`config.mk`:
```
export PLATFORM = sky130hd
export DESIGN_NAME = axil_uart_ctrl
export DESIGN_NICKNAME = d
export VERILOG_FILES = /design/src/rtl/uart_ctrl_pkg.sv /design/src/rtl/uart_sync_fifo.sv /design/src/rtl/axil_uart_ctrl.sv
export SDC_FILE = /design/constraint.sdc
export NUM_CORES = 1
export LEC_CHECK = 0
export ABC_AREA = 0
export CORE_UTILIZATION = 40
export DETAILED_ROUTE_END_ITERATION = 7
export PLACE_DENSITY_LB_ADDON = 0.15
export RECOVER_POWER = 100
export SYNTH_ARGS = -nofsm -noshare
export SYNTH_HDL_FRONTEND = slang
export SYNTH_SLANG_ARGS = --single-unit
```
`constraint.sdc`:
```
create_clock -name s_axi_aclk -period 4.05 [get_ports s_axi_aclk]
set_input_delay 0.81 -clock s_axi_aclk [delete_from_list [all_inputs] [get_ports s_axi_aclk]]
set_output_delay 0.81 -clock s_axi_aclk [all_outputs]
set_load 0.03 [all_outputs]
```
`src/rtl/uart_ctrl_pkg.sv`:
```
`default_nettype none
// ============================================================================
// Module   : uart_ctrl_pkg
// Brief    : Register map, status/pending bit positions and FSM states for
//            the AXI4-Lite UART control block.
// Revision : 1.0 - initial release
// ============================================================================
package uart_ctrl_pkg;

    localparam logic [2:0] c_reg_rxdata   = 3'd0;
    localparam logic [2:0] c_reg_txdata   = 3'd1;
    localparam logic [2:0] c_reg_div      = 3'd2;
    localparam logic [2:0] c_reg_cfg      = 3'd3;
    localparam logic [2:0] c_reg_status   = 3'd4;
    localparam logic [2:0] c_reg_irq_en   = 3'd5;
    localparam logic [2:0] c_reg_irq_pend = 3'd6;
    localparam logic [2:0] c_reg_hole     = 3'd7;

    localparam int c_pend_rx  = 0;
    localparam int c_pend_tx  = 1;
    localparam int c_pend_ovr = 2;

    localparam logic [31:0] c_cfg_rst     = 32'h8400_0000;
    localparam logic [1:0]  c_resp_okay   = 2'b00;
    localparam logic [1:0]  c_resp_slverr = 2'b10;

    typedef enum logic [0:0] {W_IDLE = 1'b0, W_RESP = 1'b1} wr_state_t;
    typedef enum logic [0:0] {R_IDLE = 1'b0, R_DATA = 1'b1} rd_state_t;

    function automatic logic [31:0] f_apply_wstrb(input logic [31:0] old_v,
                                                  input logic [31:0] new_v,
                                                  input logic [3:0]  strb);
        logic [31:0] res;
        for (int i = 0; i < 4; i++)
            res[8*i +: 8] = strb[i] ? new_v[8*i +: 8] : old_v[8*i +: 8];
        return res;
    endfunction

endpackage
`default_nettype wire

```
`src/rtl/uart_sync_fifo.sv`:
```
`default_nettype none
// ============================================================================
// Module   : uart_sync_fifo
// Brief    : Single-clock FIFO with exact level count; push when full is
//            dropped unless a pop happens in the same cycle.
// Revision : 1.0 - initial release
// ============================================================================
module uart_sync_fifo #(
    parameter int P_WIDTH = 8,
    parameter int P_DEPTH = 16
) (
    input  logic                     clk,
    input  logic                     rst_n,
    input  logic                     i_push,
    input  logic [P_WIDTH-1:0]       i_data,
    input  logic                     i_pop,
    output logic [P_WIDTH-1:0]       o_data,
    output logic                     o_full,
    output logic                     o_empty,
    output logic [$clog2(P_DEPTH):0] o_level
);
    localparam int                c_pw       = $clog2(P_DEPTH);
    localparam logic [c_pw-1:0]   c_ptr_one  = 1;
    localparam logic [c_pw:0]     c_lvl_one  = 1;
    localparam logic [c_pw:0]     c_lvl_full = (c_pw+1)'(P_DEPTH);

    logic [P_WIDTH-1:0] r_mem [P_DEPTH];
    logic [c_pw-1:0]    r_wr_ptr;
    logic [c_pw-1:0]    r_rd_ptr;
    logic [c_pw:0]      r_level;
    logic               w_do_push;
    logic               w_do_pop;

    assign o_full    = (r_level == c_lvl_full);
    assign o_empty   = (r_level == '0);
    assign o_level   = r_level;
    assign o_data    = r_mem[r_rd_ptr];
    assign w_do_pop  = i_pop && !o_empty;
    assign w_do_push = i_push && (!o_full || w_do_pop);

    always_ff @(posedge clk) begin
        if (w_do_push)
            r_mem[r_wr_ptr] <= i_data;
    end

    always_ff @(posedge clk or negedge rst_n) begin
        if (!rst_n) begin
            r_wr_ptr <= '0;
            r_rd_ptr <= '0;
            r_level  <= '0;
        end else begin
            if (w_do_push)
                r_wr_ptr <= r_wr_ptr + c_ptr_one;
            if (w_do_pop)
                r_rd_ptr <= r_rd_ptr + c_ptr_one;
            if (w_do_push && !w_do_pop)
                r_level <= r_level + c_lvl_one;
            else if (w_do_pop && !w_do_push)
                r_level <= r_level - c_lvl_one;
        end
    end

endmodule
`default_nettype wire

```
`src/rtl/axil_uart_ctrl.sv`:
```
`default_nettype none
// ============================================================================
// Module   : axil_uart_ctrl
// Brief    : AXI4-Lite register slave for the UART: TX/RX FIFOs, baud/frame
//            configuration, level status, overrun flag and level interrupt.
// Revision : 1.0 - initial release
// ============================================================================
module axil_uart_ctrl
    import uart_ctrl_pkg::*;
#(
    parameter int          P_S_AXI_DATA_WIDTH = 32,
    parameter int          P_S_AXI_ADDR_WIDTH = 16,
    parameter int          P_FIFO_DEPTH       = 16,
    parameter logic [23:0] P_DIV_RST          = 24'd434
) (
    input  logic                            s_axi_aclk,
    input  logic                            s_axi_aresetn,
    input  logic [P_S_AXI_ADDR_WIDTH-1:0]   s_axi_awaddr,
    input  logic [2:0]                      s_axi_awprot,
    input  logic                            s_axi_awvalid,
    output logic                            s_axi_awready,
    input  logic [P_S_AXI_DATA_WIDTH-1:0]   s_axi_wdata,
    input  logic [P_S_AXI_DATA_WIDTH/8-1:0] s_axi_wstrb,
    input  logic                            s_axi_wvalid,
    output logic                            s_axi_wready,
    output logic [1:0]                      s_axi_bresp,
    output logic                            s_axi_bvalid,
    input  logic                            s_axi_bready,
    input  logic [P_S_AXI_ADDR_WIDTH-1:0]   s_axi_araddr,
    input  logic [2:0]                      s_axi_arprot,
    input  logic                            s_axi_arvalid,
    output logic                            s_axi_arready,
    output logic [P_S_AXI_DATA_WIDTH-1:0]   s_axi_rdata,
    output logic [1:0]                      s_axi_rresp,
    output logic                            s_axi_rvalid,
    input  logic                            s_axi_rready,
    output logic [7:0]                      o_tx_data,
    output logic                            o_tx_valid,
    input  logic                            i_tx_ready,
    input  logic [7:0]                      i_rx_data,
    input  logic                            i_rx_valid,
    output logic [23:0]                     o_div_num,
    output logic [3:0]                      o_data_bit,
    output logic [1:0]                      o_stop_bit,
    output logic [1:0]                      o_check_bit,
    output logic                            o_irq
);
    localparam int c_lw = $clog2(P_FIFO_DEPTH) + 1;

    wr_state_t   r_wr_state;
    rd_state_t   r_rd_state;
    logic        r_awready, r_arready, r_bvalid, r_rvalid, r_overrun;
    logic [1:0]  r_bresp, r_rresp;
    logic [31:0] r_rdata, r_cfg;
    logic [23:0] r_div;
    logic [2:0]  r_irq_en;

    logic            w_tx_full, w_tx_empty, w_rx_full, w_rx_empty;
    logic [c_lw-1:0] w_tx_level, w_rx_level;
    logic [7:0]      w_rx_dout;
    logic [2:0]      w_wr_idx, w_rd_idx, w_pending;
    logic            w_wr_map, w_rd_map, w_aw_hs, w_ar_hs;
    logic            w_tx_wr, w_tx_push, w_tx_pop, w_rx_pop, w_ovr_set, w_pend_clr;
    logic [1:0]      w_wr_resp, w_rd_resp;
    logic [31:0]     w_rd_data, w_status, w_div_new, w_cfg_new, w_irq_en_new;
    logic            w_unused;

    assign w_wr_idx = s_axi_awaddr[4:2];
    assign w_rd_idx = s_axi_araddr[4:2];
    assign w_wr_map = (s_axi_awaddr[P_S_AXI_ADDR_WIDTH-1:5] == '0) && (w_wr_idx != c_reg_hole);
    assign w_rd_map = (s_axi_araddr[P_S_AXI_ADDR_WIDTH-1:5] == '0) && (w_rd_idx != c_reg_hole);
    assign w_aw_hs  = r_awready && s_axi_awvalid && s_axi_wvalid;
    assign w_ar_hs  = r_arready && s_axi_arvalid;

    assign w_tx_pop   = !w_tx_empty && i_tx_ready;
    assign w_tx_wr    = w_aw_hs && w_wr_map && (w_wr_idx == c_reg_txdata) && s_axi_wstrb[0];
    assign w_tx_push  = w_tx_wr && (!w_tx_full || w_tx_pop);
    assign w_wr_resp  = (!w_wr_map || (w_tx_wr && !w_tx_push)) ? c_resp_slverr : c_resp_okay;
    assign w_rx_pop   = w_ar_hs && w_rd_map && (w_rd_idx == c_reg_rxdata) && !w_rx_empty;
    // A same-cycle pop frees a slot, so a strobe while full is then not an overrun.
    assign w_ovr_set  = i_rx_valid && w_rx_full && !w_rx_pop;
    assign w_pend_clr = w_aw_hs && w_wr_map && (w_wr_idx == c_reg_irq_pend)
                        && s_axi_wstrb[0] && s_axi_wdata[c_pend_ovr];

    assign w_div_new    = f_apply_wstrb({8'h00, r_div}, s_axi_wdata, s_axi_wstrb);
    assign w_cfg_new    = f_apply_wstrb(r_cfg, s_axi_wdata, s_axi_wstrb);
    assign w_irq_en_new = f_apply_wstrb({29'd0, r_irq_en}, s_axi_wdata, s_axi_wstrb);

    assign w_pending = {r_overrun, w_tx_empty, !w_rx_empty};
    assign w_status  = {8'h00, 8'(w_tx_level), 8'(w_rx_level), 3'b000,
                        r_overrun, w_tx_full, w_tx_empty, w_rx_full, w_rx_empty};

    assign o_tx_valid    = !w_tx_empty;
    assign o_irq         = |(r_irq_en & w_pending);
    assign o_div_num     = r_div;
    assign o_data_bit    = r_cfg[31:28];
    assign o_stop_bit    = r_cfg[27:26];
    assign o_check_bit   = r_cfg[25:24];
    assign s_axi_awready = r_awready;
    assign s_axi_wready  = r_awready;
    assign s_axi_bvalid  = r_bvalid;
    assign s_axi_bresp   = r_bresp;
    assign s_axi_arready = r_arready;
    assign s_axi_rvalid  = r_rvalid;
    assign s_axi_rresp   = r_rresp;
    assign s_axi_rdata   = r_rdata;
    assign w_unused      = ^{s_axi_awprot, s_axi_arprot, s_axi_awaddr[1:0], s_axi_araddr[1:0],
                             w_div_new[31:24], w_irq_en_new[31:3]};

    uart_sync_fifo #(.P_WIDTH(8), .P_DEPTH(P_FIFO_DEPTH)) u_tx_fifo (
        .clk(s_axi_aclk), .rst_n(s_axi_aresetn),
        .i_push(w_tx_push), .i_data(s_axi_wdata[7:0]), .i_pop(w_tx_pop),
        .o_data(o_tx_data), .o_full(w_tx_full), .o_empty(w_tx_empty), .o_level(w_tx_level)
    );

    uart_sync_fifo #(.P_WIDTH(8), .P_DEPTH(P_FIFO_DEPTH)) u_rx_fifo (
        .clk(s_axi_aclk), .rst_n(s_axi_aresetn),
        .i_push(i_rx_valid), .i_data(i_rx_data), .i_pop(w_rx_pop),
        .o_data(w_rx_dout), .o_full(w_rx_full), .o_empty(w_rx_empty), .o_level(w_rx_level)
    );

    always_comb begin
        w_rd_data = 32'd0;
        w_rd_resp = c_resp_okay;
        case (w_rd_idx)
            c_reg_rxdata: begin
                if (w_rx_empty) w_rd_resp = c_resp_slverr;
                else            w_rd_data = {24'd0, w_rx_dout};
            end
            c_reg_div:      w_rd_data = {8'h00, r_div};
            c_reg_cfg:      w_rd_data = r_cfg;
            c_reg_status:   w_rd_data = w_status;
            c_reg_irq_en:   w_rd_data = {29'd0, r_irq_en};
            c_reg_irq_pend: w_rd_data = {29'd0, w_pending};
            default:        w_rd_data = 32'd0;
        endcase
        if (!w_rd_map) begin
            w_rd_data = 32'd0;
            w_rd_resp = c_resp_slverr;
        end
    end

    always_ff @(posedge s_axi_aclk or negedge s_axi_aresetn) begin
        if (!s_axi_aresetn) begin
            r_wr_state <= W_IDLE;
            r_awready  <= 1'b0;
            r_bvalid   <= 1'b0;
            r_bresp    <= c_resp_okay;
            r_div      <= P_DIV_RST;
            r_cfg      <= c_cfg_rst;
            r_irq_en   <= 3'd0;
        end else begin
            case (r_wr_state)
                W_IDLE: begin
                    if (w_aw_hs) begin
                        r_awready  <= 1'b0;
                        r_bvalid   <= 1'b1;
                        r_bresp    <= w_wr_resp;
                        r_wr_state <= W_RESP;
                        if (w_wr_map && w_wr_idx == c_reg_div)    r_div    <= w_div_new[23:0];
                        if (w_wr_map && w_wr_idx == c_reg_cfg)    r_cfg    <= w_cfg_new;
                        if (w_wr_map && w_wr_idx == c_reg_irq_en) r_irq_en <= w_irq_en_new[2:0];
                    end else begin
                        r_awready <= s_axi_awvalid && s_axi_wvalid;
                    end
                end
                W_RESP: begin
                    if (s_axi_bready) begin
                        r_bvalid   <= 1'b0;
                        r_wr_state <= W_IDLE;
                    end
                end
                default: r_wr_state <= W_IDLE;
            endcase
        end
    end

    always_ff @(posedge s_axi_aclk or negedge s_axi_aresetn) begin
        if (!s_axi_aresetn) begin
            r_rd_state <= R_IDLE;
            r_arready  <= 1'b0;
            r_rvalid   <= 1'b0;
            r_rresp    <= c_resp_okay;
            r_rdata    <= 32'd0;
        end else begin
            case (r_rd_state)
                R_IDLE: begin
                    if (w_ar_hs) begin
                        r_arready  <= 1'b0;
                        r_rvalid   <= 1'b1;
                        r_rdata    <= w_rd_data;
                        r_rresp    <= w_rd_resp;
                        r_rd_state <= R_DATA;
                    end else begin
                        r_arready <= s_axi_arvalid;
                    end
                end
                R_DATA: begin
                    if (s_axi_rready) begin
                        r_rvalid   <= 1'b0;
                        r_rd_state <= R_IDLE;
                    end
                end
                default: r_rd_state <= R_IDLE;
            endcase
        end
    end

    // A new overrun in the same cycle as its W1C clear keeps the flag set.
    always_ff @(posedge s_axi_aclk or negedge s_axi_aresetn) begin
        if (!s_axi_aresetn)  r_overrun <= 1'b0;
        else if (w_ovr_set)  r_overrun <= 1'b1;
        else if (w_pend_clr) r_overrun <= 1'b0;
    end

endmodule
`default_nettype wire
```
==> results.tsv, run 1 <==
stage	metric	value	unit
detailed_routing	dr.pass1.iters	5	
synth	synthSimpleGateAreaFrac	6.15	%
floorplan	core_area	38900	um2
clock_network	path_clk_slew	0.06	ns
outcome	status	finished, violations left	
timing	max_freq	255	MHz
synth	synth_fa_ha_area_share	1.67	%
detailed_routing	antenna_left	0	
timing	fin_skew	0.0127	ns
clock_network	clock_path_buffers	3	
grt	grt_pass1_wl	56800	um
layout	final_common_cell	edfxtp_1	
grt	grt_use_total	18.5	%
grt	grt_max_degree	94	
detailed_routing	viasPerCell	5.18	
synth	ys.flop_type	edfxtp_1	
setup_path	critPathKind	flip-flop to output port	
layout	nets	1260	
flow_run	maxCapViolations	2	
setup_path	cp-end-kind	output port	
synth	synth_edf_count	256	
placed_design	post-place-ws	0.247	ns
layout	areaGrowthSynthToFinish	22.0	%
synth	synthTopCellsByArea	edfxtp_1 (48%), dfrtp_1 (19%), mux4_2 (10%)	
timing	final.min_clock_period	3.92	ns
layout	multiInputGateArea	4670	um2
floorplan	die_w	202	um
timing	slew_headroom	-63.5	%
synth	syn_area_per_cell	16.9	um2
pwr	pwr-share-seq	45.3	%
hold_path	whs_path_depth	1	
clock_network	cts_hold_buf	0	
timing	setup_tns	0	ns
detailed_routing	wl	36300	um
pwr	vdd_drop_max	0.443	mV
clock_network	cts_tree	yes	
pwr	p_int	0.00750	W
hold_path	whs_endpoint	s_axi_bvalid	
synth	synth.cell_area	15900	um2
placed_design	dp.cells	1623	
pwr	total_power	0.0104	W
synth	yosysTopAreaCell	edfxtp_1	
setup_path	cp.required	3.24	ns
setup_path	r2r_slack	0.77	ns
layout	antenna_cells	0	
hold_path	hold_path.class	flip-flop to flip-flop	
hold_path	worstHoldStart	s_axi_bvalid	
setup_path	cp.arrival	3.11	ns
timing	rsz0062_at_grt	false	
grt	antenna_found_initial	1	
floorplan	start_util	40.9	%
synth	synthMuxAreaShare	16.9	%
layout	utilization	49.9	%
clock_network	cts-resized-gates	0	
layout	layout-drive-gt1-share	19.6	%
synth	syn_inst	944	
clock_network	htreeDepth	2	
pwr	leakage	7.22	nW
placed_design	dpl.hpwl	25000	um
pwr	p_sw	0.00287	W
pwr	pwr_density_cell	533	nW/um2
clock_network	numCtsBuffers	42	
synth	ys_seq_elements	382	
layout	register_area	10900	um2
detailed_routing	first_iter_violations	583	
detailed_routing	route.detailed.drc	0	
clock_network	cts_setup_buffers	0	
detailed_routing	drt-wirelength-per-cell	21.3	um
setup_path	timing.rr.end	u_tx_fifo.r_mem[0][1]	
pwr	clkPwrFrac	35.2	%
outcome	violations	capacitance limit, slew limit	
setup_path	rr_worst_depth	6	
synth	synth_cell_types	66	
timing	fin_ws	0.129	ns
pwr	p_comb_share	19.5	%
timing	hold_viol_final	0	
timing	worstMarginPinSlew	2.45	ns
timing	slew_violations	126	
clock_network	root_buffer	clkbuf_16	
synth	synth_top_family_by_area	multiplexers	
synth	synthXorXnorAreaFrac	1.21	%
timing	post-route-period-util	96.8	%
clock_network	clk_latency	0.56	ns
synth	synth_async_sr_flop_share	33.0	%
floorplan	io_pins	174	
placed_design	gp_congestion	0.808	
layout	fillers	3386	
synth	yosysTopAreaCellShare	48.3	%
layout	final_cell_mix	edfxtp_1 (256), dfrtp_1 (118), dlygate4sd3_1 (94)	
placed_design	io_buffers	161	
detailed_routing	vias	8806	
setup_path	worstSetupStartpointType	flip-flop	
floorplan	dieHeight	202	um
synth	ys_warn_count	0	
floorplan	core.rowCount	72	
synth	synth_compound_area_share	3.70	%
grt	grt-ovfl-total	0	
grt	grt_pass1_vias	9193	
pwr	swShare	27.7	%
layout	final_cells	1700	
timing	finalSetupViolations	0	
floorplan	dieArea	40600	um2
setup_path	worstPathMaxFanout	19	
setup_path	r2r-start	s_axi_awready	
clock_network	clkSinkCount	382	
synth	ys_seq_area_share	68.1	%
==> power by group through the flow <==
| stage | Sequential (W) | Combinational [W] | Clock [W] |
|---|---|---|---|
| floorplan | 0.00467 | 0.00138 | 0 |
| global placement | 0.00477 | 0.00209 | 0 |
| detailed placement | 0.00478 | 0.00210 | 0 |
| global route | 0.00474 | 0.00220 | 0.00391 |
| CTS | 0.00470 | 0.00210 | 0.00374 |
| finish | 0.00469 | 0.00202 | 0.00365 |
==> routing by layer <==
layer	GRT usage [%]	share of wire, %
met5	0	0
met4	4.68	1.6
met3	3.77	4.3
met2	30.6	50
met1	25.0	44
==> final cells by class <==
| type | instances | share of cell area (%) |
|---|---|---|
| Sequential cell | 382 | 55.8 |
| Multi-Input combinational cell | 487 | 24.0 |
| Timing Repair Buffer | 210 | 9.58 |
| Clock buffer | 57 | 5.85 |
| Tap cell | 518 | 3.33 |
| Clock inverter | 20 | 0.895 |
| Inverter | 26 | 0.502 |
==> critical path, stage by stage (launching register included) <==
cell and delay [ns]:
dfrtp_2 0.54, buf_12 0.24, mux4_2 0.55, mux4_2 0.50, dlygate4sd3_1 0.70
==> how the worst max path moves through the flow <==
| stage | startpoint | endpoint |
|---|---|---|
| global route | u_tx_fifo.r_rd_ptr[0] | o_tx_data[7] |
| detailed placement | s_axi_araddr[5] | u_rx_fifo.o_level[4] |
| global placement | s_axi_araddr[5] | u_rx_fifo.o_level[4] |
| finish | u_tx_fifo.r_rd_ptr[0] | o_tx_data[2] |
| floorplan | s_axi_araddr[3] | u_rx_fifo.o_level[4] |
| CTS | u_tx_fifo.r_rd_ptr[0] | o_tx_data[1] |
==> synthesized netlist by cell type (2+ instances only) <==
cell,instances
edfxtp_1,256
dfrtp_1,119
mux4_2,71
mux2_2,69
nand2_1,46
o21ai_0,35
nor2_1,33
mux2i_1,32
inv_1,25
clkbuf_1,21
a21oi_1,20
ha_1,18
xnor2_1,18
nand3_1,17
and2_1,16
buf_2,13
buf_4,13
nor4_1,12
a22o_1,8
dfstp_2,7
nor3_1,7
nor2_2,6
a21o_1,5
nand4_1,5
a22oi_1,4
and3_1,4
nand2b_1,4
or4_1,4
xor2_1,4
a2bb2oi_1,3
a31oi_1,3
buf_1,3
nand3b_1,3
nor2b_1,3
o21a_1,3
or3_1,3
fa_1,2
==> registers in the layout (all words and copies together), names as in the netlist, 5 cells and up <==
register / cells
u_rx_fifo.r_mem: 128
s_axi_rdata: 32
u_tx_fifo.r_mem: 128
u_tx_fifo.o_level: 5
r_cfg: 32
o_div_num: 24
u_rx_fifo.o_level: 5
==> cells by family (layout without fill, tap and decap cells) <==
logic type / Yosys count / after routing
flip-flops: 382 / 382
AND/OR/NAND/NOR: 177 / 177
multiplexers: 172 / 172
AO/OA/AOI/OAI: 94 / 94
buffers and inverters: 76 / 313
XOR/XNOR: 22 / 22
adder cells (fa/ha/maj): 20 / 20
other: 1 / 2
==> through the flow <==
| stage | hold WS (ns) | instance area (um2) |
|---|---|---|
| after floorplan | 0.480 | 15900 |
| after global placement | 0.463 | 18300 |
| after detailed placement | 0.465 | 18300 |
| after CTS | 0.355 | 19600 |
| after global routing | 0.503 | 19400 |
| final | 0.470 | 19400 |
Note: power is estimated with default switching activity, not from simulation.
==> run 2, diff against run 1 <==
--- a/config.mk
+++ b/config.mk
@@ -6,6 +6,7 @@
 export NUM_CORES = 1
 export LEC_CHECK = 0
 export ABC_AREA = 0
+export CAP_MARGIN = 20
 export CORE_UTILIZATION = 40
 export DETAILED_ROUTE_END_ITERATION = 7
 export PLACE_DENSITY_LB_ADDON = 0.15
==> results of run 2 <==
The final DEF is identical to that of run 1; final timing and power are the same.
==> run 3, diff against run 2 <==
==> constraint.sdc (replaced) <==
create_clock -name s_axi_aclk -period 3.98 [get_ports s_axi_aclk]
set_input_delay 0.796 -clock s_axi_aclk [delete_from_list [all_inputs] [get_ports s_axi_aclk]]
set_output_delay 0.796 -clock s_axi_aclk [all_outputs]
set_load 0.03 [all_outputs]
==> run 3 against run 2 <==
- critical path type unchanged
- critical endpoint is now o_tx_data[5]
- non-clock buffer count unchanged
- first-iteration DRC count down 3.6%
- the flow still finishes with violations (capacitance limit, slew limit)
- sequential power increased by 1%
- largest cell class unchanged
==> results.tsv, run 3 (synthesis results as in run 1) <==
stage	metric	value	unit	change
floorplan	die_w	202	um	unchanged
setup_path	worstPathMaxFanout	35		+16
setup_path	path_buf_inv	2		unchanged
layout	final_area	19500	um2	+0.24%
floorplan	io_pins	174		unchanged
setup_path	cp-end-kind	output port		
grt	grt-ovfl-total	0		unchanged
placed_design	dpl.hpwl	24900	um	-0.36%
detailed_routing	drt-wirelength-per-cell	21.4	um	+0.27%
detailed_routing	first_iter_violations	562		-3.6%
setup_path	critPathKind	flip-flop to output port		
clock_network	cts-resized-gates	0		unchanged
hold_path	hold_path.class	flip-flop to flip-flop		
outcome	violations	capacitance limit, slew limit		
clock_network	cts_hold_buf	0		unchanged
setup_path	crit_chain	buf_12, mux4_2, mux4_2, dlygate4sd3_1		
layout	final_cell_mix	edfxtp_1 (256), dfrtp_1 (118), dlygate4sd3_1 (97)		
grt	grt_pass1_vias	9179		-0.15%
timing	max_freq	263	MHz	
floorplan	dieHeight	202	um	unchanged
pwr	leakage	7.24	nW	+0.27%
floorplan	core.rowCount	72		unchanged
placed_design	io_buffers	161		unchanged
timing	rsz0062_at_grt	false		
timing	slew_violations	135		+7.1%
clock_network	clk_latency	0.58	ns	+0.02 ns
flow_run	maxCapViolations	2		unchanged
outcome	status	finished, violations left		
layout	areaGrowthSynthToFinish	22.3	%	
layout	final_common_cell	edfxtp_1		
clock_network	cts_setup_buffers	0		unchanged
layout	layout-drive-gt1-share	19.3	%	-0.37 points
grt	grt_pass1_wl	56100	um	-1.3%
timing	setup_tns	0	ns	unchanged
timing	finalSetupViolations	0		unchanged
detailed_routing	viasPerCell	5.20		+0.42%
timing	fin_skew	0.0224	ns	+0.00964 ns
pwr	pwr_density_cell	545	nW/um2	+2.3%
setup_path	worstSetupStartpointType	flip-flop		
detailed_routing	wl	36300	um	+0.15%
pwr	vdd_drop_max	0.335	mV	-24%
grt	grt_max_degree	103		+9.6%
setup_path	cp.required	3.18	ns	-0.06 ns
clock_network	root_buffer	clkbuf_16		
clock_network	path_clk_slew	0.06	ns	about the same
timing	slew_headroom	-78.8	%	-15 points
layout	nets	1259		-0.079%
placed_design	place_area	18300	um2	unchanged
setup_path	cp_top_family	multiplexers		
timing	hold_viol_final	0		unchanged
detailed_routing	vias	8833		+0.31%
clock_network	cts_tree	yes		
setup_path	cp.arrival	3.00	ns	-0.11 ns
setup_path	critPathLaunch	u_tx_fifo.r_rd_ptr[0]		
placed_design	gp_congestion	0.797		-1.3%
hold_path	whs_path_depth	2		+1
floorplan	start_util	40.9	%	unchanged
timing	post-route-period-util	95.5	%	
clock_network	htreeDepth	2		unchanged
floorplan	dieArea	40600	um2	unchanged
setup_path	r2r-start	u_tx_fifo.o_level[0]		
clock_network	numCtsBuffers	41		-2.4%
detailed_routing	antenna_left	0		unchanged
clock_network	clock_path_buffers	3		unchanged
floorplan	core_area	38900	um2	unchanged
setup_path	path_common_cell	mux4_2		
timing	final.min_clock_period	3.80	ns	
detailed_routing	dr.pass1.iters	5		unchanged
setup_path	timing.rr.end	u_tx_fifo.o_level[4]		
grt	antenna_found_initial	2		+1
timing	worstMarginPinSlew	2.68	ns	+0.230 ns
setup_path	rr_worst_depth	12		+6
setup_path	r2r_slack	0.65	ns	-0.12 ns
setup_path	cpMaxStageDelayCell	dlygate4sd3_1		
setup_path	critPathMaxStageDelay	0.71	ns	about the same
hold_path	worstHoldStart	s_axi_rdata[17]		
hold_path	whs_endpoint	s_axi_rdata[17]		
clock_network	clkSinkCount	382		unchanged
detailed_routing	route.detailed.drc	0		unchanged
timing	hold_slack	0.470	ns	-0.0000250 ns
layout	top_regs	u_rx_fifo.r_mem (128), u_tx_fifo.r_mem (128)		
grt	grt_use_total	18.4	%	-0.13 points
run 3: cell count changes in the layout (fill, tap and decap cells not counted), moves of 2 or more:
cell             delta
bufinv_16           +3
clkbuf_8            -3
clkdlybuf4s50_1     -3
clkinv_1            +3
clkinvlp_4          -3
dlygate4sd3_1       +3
clkinv_16           +2
run 3: metrics by stage:
| stage | power (W) | util (%) | setup WS, ns | std cells |
|---|---|---|---|---|
| 2_1_floorplan | 0.00616 | - | 0.696 | 945 |
| 6_report | 0.0106 | 50.1 | 0.180 | 1698 |
| 5_1_grt | 0.0111 | 50.1 | 0.0793 | 1698 |
| 3_3_place_gp | 0.00697 | 47.1 | 0.204 | 1623 |
| 3_5_place_dp | 0.00699 | 47.1 | 0.205 | 1623 |
| 4_1_cts | 0.0108 | 50.5 | 0.166 | 1697 |
run 3: area by class of cell:
| type | count | area [um2] |
|---|---|---|
| clock buffer | 52 | 1070 |
| sequential | 382 | 10900 |
| timing repair buffer | 210 | 1860 |
| inverter | 26 | 97.6 |
| clock inverter | 22 | 279 |
| antenna | 1 | 2.50 |
| multi-input combinational | 487 | 4680 |
| fill | 3357 | 19400 |
| tap | 518 | 648 |
run 3: report_power, final:
| group | switching (W) | total (W) | internal, W |
|---|---|---|---|
| Clock | 0.00157 | 0.00381 | 0.00224 |
| Sequential | 0.000248 | 0.00476 | 0.00451 |
| Combinational | 0.00110 | 0.00206 | 0.000957 |
| Total | 0.00292 | 0.0106 | 0.00771 |
run 3: worst max-delay path by stage:
stage / to / cells past startpoint
global placement: u_rx_fifo.o_level[4] / 14
CTS: o_tx_data[1] / 4
global route: o_tx_data[5] / 4
floorplan: u_rx_fifo.o_level[4] / 13
finish: o_tx_data[5] / 4
detailed placement: u_rx_fifo.o_level[4] / 14
run 3: routing by layer:
metal / track usage, % / vias to the layer above / routed length, um
li1: - / 4061 / -
met1: 24.8 / 4560 / 16000
met2: 30.5 / 166 / 18200
met3: 3.24 / 46 / 1450
met4: 5.65 / 0 / 670
met5: 0 / - / 0
run 3: worst min-delay path: stages (launching register included):
cell	delay, ns
dfrtp_1	0.33
nand2_1	0.04
o21ai_0	0.06
